### config.mk
export PLATFORM = sky130hd
export DESIGN_NAME = fds_table_loader
export DESIGN_NICKNAME = d
export VERILOG_FILES = /design/src/rtl/fds_table_loader.sv
export SDC_FILE = /design/constraint.sdc
export NUM_CORES = 1
export LEC_CHECK = 0
export BUFFER_PORTS_ARGS = -buffer_cell sky130_fd_sc_hd__buf_2
export CORE_MARGIN = 4
export CORE_UTILIZATION = 30
export DETAILED_ROUTE_END_ITERATION = 6
export GPL_TIMING_DRIVEN = 0
export PLACE_DENSITY = 0.61
export SYNTH_ARGS = -nofsm -noshare
export SYNTH_HDL_FRONTEND = slang
export SYNTH_SLANG_ARGS = --single-unit
### constraint.sdc
create_clock -name clk -period 1.4 [get_ports clk]
set_input_delay 0.07 -clock clk [delete_from_list [all_inputs] [get_ports clk]]
set_output_delay 0.07 -clock clk [all_outputs]
set_load 0.01 [all_outputs]
### src/rtl/fds_table_loader.sv
// Bus-side bulk loader for the FDS wavetable / mod table, sharing the audio register port with the CPU.
// Optional read-back check of wavetable loads is enabled with `define FDS_LOADER_VERIFY_EN.
module fds_table_loader #(
  parameter int SRC_LAT = 1
) (
  input  logic        clk,
  input  logic        reset,
  input  logic        m2,
  input  logic        cpu_cs,
  input  logic        cpu_wr,
  input  logic [15:0] cpu_addr,
  input  logic [7:0]  cpu_data,
  input  logic        start,
  input  logic        table_sel,
  output logic [5:0]  src_addr,
  input  logic [7:0]  src_data,
  output logic        fds_wr,
  output logic [15:0] fds_addr,
  output logic [7:0]  fds_data,
  input  logic [7:0]  fds_dout,
  output logic        busy,
  output logic        done,
  output logic        error
);

  typedef enum logic [2:0] {
    S_IDLE, S_PRE, S_FETCH, S_DATA,
`ifdef FDS_LOADER_VERIFY_EN
    S_VERIFY,
`endif
    S_POST, S_FIN
  } state_t;

  localparam logic [1:0] LAT = 2'(SRC_LAT);

  state_t      state, state_nxt;
  logic        m2_q;
  logic        slot_ok;
  logic        tsel;
  logic [5:0]  idx;
  logic [1:0]  lat_cnt;
  logic [5:0]  src_q;
  logic        error_q;
  logic [7:0]  sh4089, sh4087;
  logic        last_idx;
  logic        clobber;
  logic [15:0] unlock_addr;
  logic [7:0]  unlock_sh;
  logic        ldr_wr;
  logic [15:0] ldr_addr;
  logic [7:0]  ldr_data;
`ifdef FDS_LOADER_VERIFY_EN
  logic        vphase;
  logic        unused_bits;
  assign unused_bits = ^{src_data[7:6], fds_dout[7:6]};
`else
  logic        unused_bits;
  assign unused_bits = ^{src_data[7:6], fds_dout};
`endif

  // A loader write is only taken on an M2 rising edge the CPU is not using
  assign slot_ok     = m2 & ~m2_q & ~cpu_cs;
  assign last_idx    = tsel ? (idx == 6'd31) : (idx == 6'd63);
  assign unlock_addr = tsel ? 16'h4087 : 16'h4089;
  assign unlock_sh   = tsel ? sh4087 : sh4089;
  assign clobber     = (state == S_FETCH || state == S_DATA) && cpu_cs && cpu_wr &&
                       (cpu_addr == unlock_addr) && !cpu_data[7];
  assign src_addr    = idx;
  assign busy        = (state != S_IDLE);
  assign done        = (state == S_FIN);
  assign error       = error_q;

  always_comb begin
    state_nxt = state;
    ldr_wr    = 1'b0;
    ldr_addr  = 16'h0000;
    ldr_data  = 8'h00;
    case (state)
      S_IDLE: if (start) state_nxt = S_PRE;
      S_PRE: begin
        ldr_wr   = 1'b1;
        ldr_addr = unlock_addr;
        ldr_data = {1'b1, unlock_sh[6:0]};
        if (slot_ok) state_nxt = S_FETCH;
      end
      S_FETCH: begin
        if (lat_cnt == LAT) begin
`ifdef FDS_LOADER_VERIFY_EN
          state_nxt = vphase ? S_VERIFY : S_DATA;
`else
          state_nxt = S_DATA;
`endif
        end
      end
      S_DATA: begin
        ldr_wr   = 1'b1;
        ldr_addr = tsel ? 16'h4088 : (16'h4040 + {10'd0, idx});
        ldr_data = tsel ? {5'b0, src_q[2:0]} : {2'b00, src_q};
        if (slot_ok) begin
          if (!last_idx) state_nxt = S_FETCH;
`ifdef FDS_LOADER_VERIFY_EN
          else if (!tsel) state_nxt = S_FETCH;
`endif
          else state_nxt = S_POST;
        end
      end
`ifdef FDS_LOADER_VERIFY_EN
      S_VERIFY: begin
        ldr_addr = 16'h4040 + {10'd0, idx};
        if (slot_ok) state_nxt = last_idx ? S_POST : S_FETCH;
      end
`endif
      S_POST: begin
        ldr_wr   = 1'b1;
        ldr_addr = unlock_addr;
        ldr_data = unlock_sh;
        if (slot_ok) state_nxt = S_FIN;
      end
      S_FIN:   state_nxt = S_IDLE;
      default: state_nxt = S_IDLE;
    endcase
  end

  always_comb begin
    if (cpu_cs) begin
      fds_wr   = cpu_wr;
      fds_addr = cpu_addr;
      fds_data = cpu_data;
    end else begin
      fds_wr   = ldr_wr;
      fds_addr = ldr_addr;
      fds_data = ldr_data;
    end
  end

  always_ff @(posedge clk) begin
    if (reset) begin
      state   <= S_IDLE;
      m2_q    <= 1'b0;
      tsel    <= 1'b0;
      idx     <= 6'd0;
      lat_cnt <= 2'd0;
      error_q <= 1'b0;
      sh4089  <= 8'h00;
      sh4087  <= 8'h80;
`ifdef FDS_LOADER_VERIFY_EN
      vphase  <= 1'b0;
`endif
    end else begin
      state   <= state_nxt;
      m2_q    <= m2;
      lat_cnt <= (state == S_FETCH) ? lat_cnt + 2'd1 : 2'd0;
      if (cpu_cs && cpu_wr && cpu_addr == 16'h4089) sh4089 <= cpu_data;
      if (cpu_cs && cpu_wr && cpu_addr == 16'h4087) sh4087 <= cpu_data;
      if (state == S_IDLE && start) begin
        tsel    <= table_sel;
        idx     <= 6'd0;
        error_q <= 1'b0;
`ifdef FDS_LOADER_VERIFY_EN
        vphase  <= 1'b0;
`endif
      end
      if (clobber) error_q <= 1'b1;
      if (state == S_DATA && slot_ok && !last_idx) idx <= idx + 6'd1;
`ifdef FDS_LOADER_VERIFY_EN
      // Wave loads rewind to entry 0 and read the table back before POST
      if (state == S_DATA && slot_ok && last_idx && !tsel) begin
        vphase <= 1'b1;
        idx    <= 6'd0;
      end
      if (state == S_VERIFY && slot_ok) begin
        if (fds_dout[5:0] != src_q) error_q <= 1'b1;
        if (!last_idx) idx <= idx + 6'd1;
      end
`endif
    end
  end

  always_ff @(posedge clk) begin
    if (state == S_FETCH && lat_cnt == LAT) src_q <= src_data[5:0];
  end

endmodule

==> PnR_summary.wiki <==
{| class="wikitable"
! Metric !! Value
|-
| Seq cells post-synth || 36
|-
| Cells on worst reg2reg path || 9
|-
| VDD IR max || 473.9 uV
|-
| Row count || 30
|-
| Count of antenna diodes in the layout || 0
|-
| Cell Area, Synth || 2112 um2
|-
| Insertion delay to the later sink of the worst-skew pair || 0.29 ns
|-
| Die Y || 91.91 um
|-
| Min-Delay Startpoint || m2
|-
| Category of the most critical setup path || reg -> out
|-
| WL met1 || 3.025 mm
|-
| Max Transition Viols Final || 0
|-
| Length of routed met3 wiring || 501 um
|-
| Wire length on met2 || 3.243 mm
|-
| Maximum fanout along the worst path || 5
|-
| Hold Path End || m2_q
|-
| Post-Route WL || 6.847 mm
|-
| Minimum period implied by the final worst setup slack || 1.898 ns
|-
| Post-synthesis to final-layout area growth || 51.48%
|-
| Fin Hold WS || 0.01211 ns
|-
| Sinks on the clock net || 36
|-
| Area after detailed placement || 2599 um2
|-
| Cell occurring most often along the worst timing path || buf_6
|-
| WP data arrival || 1.83 ns
|-
| Number of warning messages in the yosys log || 0
|-
| Share of the clock period used by the worst path after layout || 135.6%
|-
| Effective utilization at floorplan || 30.92%
|-
| Hold Path Cell Cnt || 2
|-
| Maximum count of clock buffers along a single path || 2
|-
| P_leak || 1.353 nW
|-
| Setup Skew || 0.01425 ns
|-
| Most common cell after layout, fill and taps aside || buf_2
|-
| Critical register-to-register path endpoint || src_addr[5]
|-
| Data required time at the worst endpoint || 1.33 ns
|-
| Die outline area || 8447 um2
|-
| TritonCTS Buffers || 5
|-
| Smallest setup slack after layout || -0.4982 ns
|-
| Synth Flop Type || dfxtp_1
|-
| Global-route wire length before repair || 10.49 mm
|-
| Area of the core || 6832 um2
|-
| Iteration count of the initial detailed-routing pass || 4
|-
| Maximum number of pins on one net before global-route repair || 13
|-
| Dpl hpwl || 4.643 mm
|-
| Async set or reset register ratio after synthesis || 0%
|-
| Maximum level of the CTS H-tree || 2
|-
| Portion of the post-synthesis area used by sequential elements || 36.97%
|-
| Avg Synthesized Cell Area || 9.104 um2
|-
| Series of cell instances along the critical path || buf_6 -> nand2b_4 -> a21oi_4 -> buf_6 -> a22o_1 -> a221o_1 -> buf_2
|-
| Count of port buffers added during placement || 69
|-
| Count of distinct cell types in the synthesized netlist || 57
|-
| Setup Viol. Count Final || 27
|-
| Clock Tree Root || clkbuf_8
|-
| Final number of hold-violating endpoints || 0
|-
| Chip width || 91.91 um
|-
| R2R setup slack || -0.30 ns
|-
| Startpoint of the worst register-to-register path || state[2]
|-
| Initial antenna violation count || 0
|-
| Clock edge transition at the registers on the reported setup and hold paths || 0.07 ns
|-
| Via count of the first global-routing pass || 2109
|-
| Nature of the critical path startpoint || register
|-
| Detailed-route vias per instance || 5.049
|-
| MaxCap Viol Count || 0
|-
| Clock tree from TritonCTS || done
|-
| Fraction of final layout cells with drive strength greater than 1 || 49.25%
|-
| Initial DRC count || 106
|-
| Post-detailed-route count of antenna-violating nets || 0
|-
| Setup repair after global routing missed its margin || true
|-
| Crit. End Element || output pin
|-
| Actual slew at the worst max-slew pin || 0.5682 ns
|-
| Number of enable flip-flop cells after synthesis || 6
|-
| Cell with the biggest individual delay on the critical path || dfxtp_2
|-
| Power density normalized to cell area || 727.2 nW/um2
|-
| Cell area after layout || 3199 um2
|-
| Remaining DRCs || 0
|-
| Global-route usage over all layers || 15.43%
|-
| Grt total ovfl || 0
|-
| Gate count after technology mapping || 232
|-
| Max Clk Rate || 526.8 MHz
|-
| Class of the tightest hold or removal check || in -> reg
|-
| WL/cell || 15.89 um
|-
| Top-level port count || 81
|-
| Run status || complete, but fails checks
|-
| Leading cell types in the layout, fill and taps excluded || buf_2 (67), nand2_1 (31), dfxtp_1 (23)
|-
| Syn_nets || 282
|-
| Routability congestion estimate from global placement || 0.7775
|-
| Violated checks || setup timing
|-
| Total via count after detailed routing || 2176
|-
| Number of nets in the finished design || 384
|-
| Worst stage delay on the critical path || 0.36 ns
|-
| Slew HR || 62.12%
|-
| Max Used Layer || met4
|}
## metrics by stage
| step | power (W) | TNS (ns) | setup WS [ns] | utilization, % | instances |
|---|---|---|---|---|---|
| global route | 0.002427 | -10.08 | -0.5596 | 46.83 | 431 |
| CTS | 0.002234 | -9.069 | -0.4630 | 42.09 | 417 |
| global placement | 0.001449 | -4.616 | -0.3463 | 38.04 | 397 |
| finish | 0.002327 | -8.230 | -0.4982 | 46.83 | 431 |
| floorplan | 0.001292 | 0 | 0.006828 | - | 232 |
| detailed placement | 0.001452 | -4.642 | -0.3618 | 38.04 | 397 |
## flip-flops by register name, indices dropped and copies added (netlist names)
signal / count
error: 1
lat_cnt: 2
tsel: 1
sh4089: 8
src_addr: 6
state: 3
m2_q: 1
src_q: 6
sh4087: 8
## Yosys cell counts, types with 2 or more instances
cell type	count	area share [%]
a21oi_1	11	2.6
nor4b_2	2	1.4
xor2_1	2	0.83
nand2_1	35	6.2
or3_1	2	0.59
inv_1	3	0.53
nand3_1	3	0.71
nor3_1	8	1.9
a22o_1	4	1.7
mux2i_1	12	5.7
buf_6	4	2.1
edfxtp_1	6	8.5
a221o_1	5	2.4
nor2b_1	3	0.89
nor4_1	4	1.2
nor2_1	8	1.4
nor4b_1	2	0.83
mux2_2	2	1.1
clkbuf_1	5	0.89
a32o_1	2	0.95
nand2b_1	4	1.2
a31o_1	7	2.9
and2_1	13	3.9
dfxtp_1	30	28
o21ai_0	13	3.1
ha_1	3	1.8
a21o_1	5	1.8
a22oi_1	3	1.1
buf_2	3	0.71
## worst max-delay path, delay by kind of cell, from the launching register on
family | cells | cell delay, ns
AO/OA/AOI/OAI | 3 | 0.60
buffers and inverters | 3 | 0.41
flip-flops | 1 | 0.36
AND/OR/NAND/NOR | 1 | 0.17
## metal layers
metal  vias to the layer above  GRT usage [%]
met5                         -              0
met4                         0          3.589
met3                        10          4.266
met2                        92          25.67
met1                      1013          19.84
li1                       1061              -
## worst max-delay path by stage
stage / from / endpoint / slack, ns / cells past startpoint
after floorplan: state[2] / fds_addr[1] / 0.007 / 5
after global placement: state[0] / fds_data[1] / -0.35 / 6
after detailed placement: state[0] / fds_data[0] / -0.36 / 6
after CTS: state[2] / fds_data[1] / -0.46 / 6
after global routing: state[2] / fds_data[4] / -0.56 / 7
final: state[2] / fds_data[4] / -0.50 / 7
## cell type report
class                      instances  area (um2)
buffer                            14       112.6
clock buffer                       5       68.82
clock inverter                     3       18.77
fill                             670        3632
inverter                           5       26.28
multi-input combinational        177        1438
sequential                        36       794.5
tap                               96       120.1
timing repair buffer              95       620.6
## repair_timing
action,4_1_cts,5_1_grt
resized for setup,24,61
setup buffers,6,14
pin swaps,5,17
endpoints found under the hold margin,6,0
gates cloned,0,0
endpoints found under the setup margin,33,43
hold buffers,6,0
## cells by family after synthesis
group | share of synthesized area, %
DFF | 36.97
adders and majority gates | 1.777
buffers and inverters | 5.153
and+or+nand+nor | 27.31
xor gates and xnor gates | 0.8295
muxes | 6.754
AOI/OAI and AO/OA | 21.21
## report_power, final
group / leakage (nW) / switching (W) / internal, W / total [W]
registers: 0.300 / 0.0000127 / 0.00106 / 0.00107
logic: 1.01 / 0.000260 / 0.000252 / 0.000512
clock network: 0.0479 / 0.000397 / 0.000347 / 0.000744
total: 1.35 / 0.000670 / 0.00166 / 0.00233
Power figures use the tool's default switching activity.
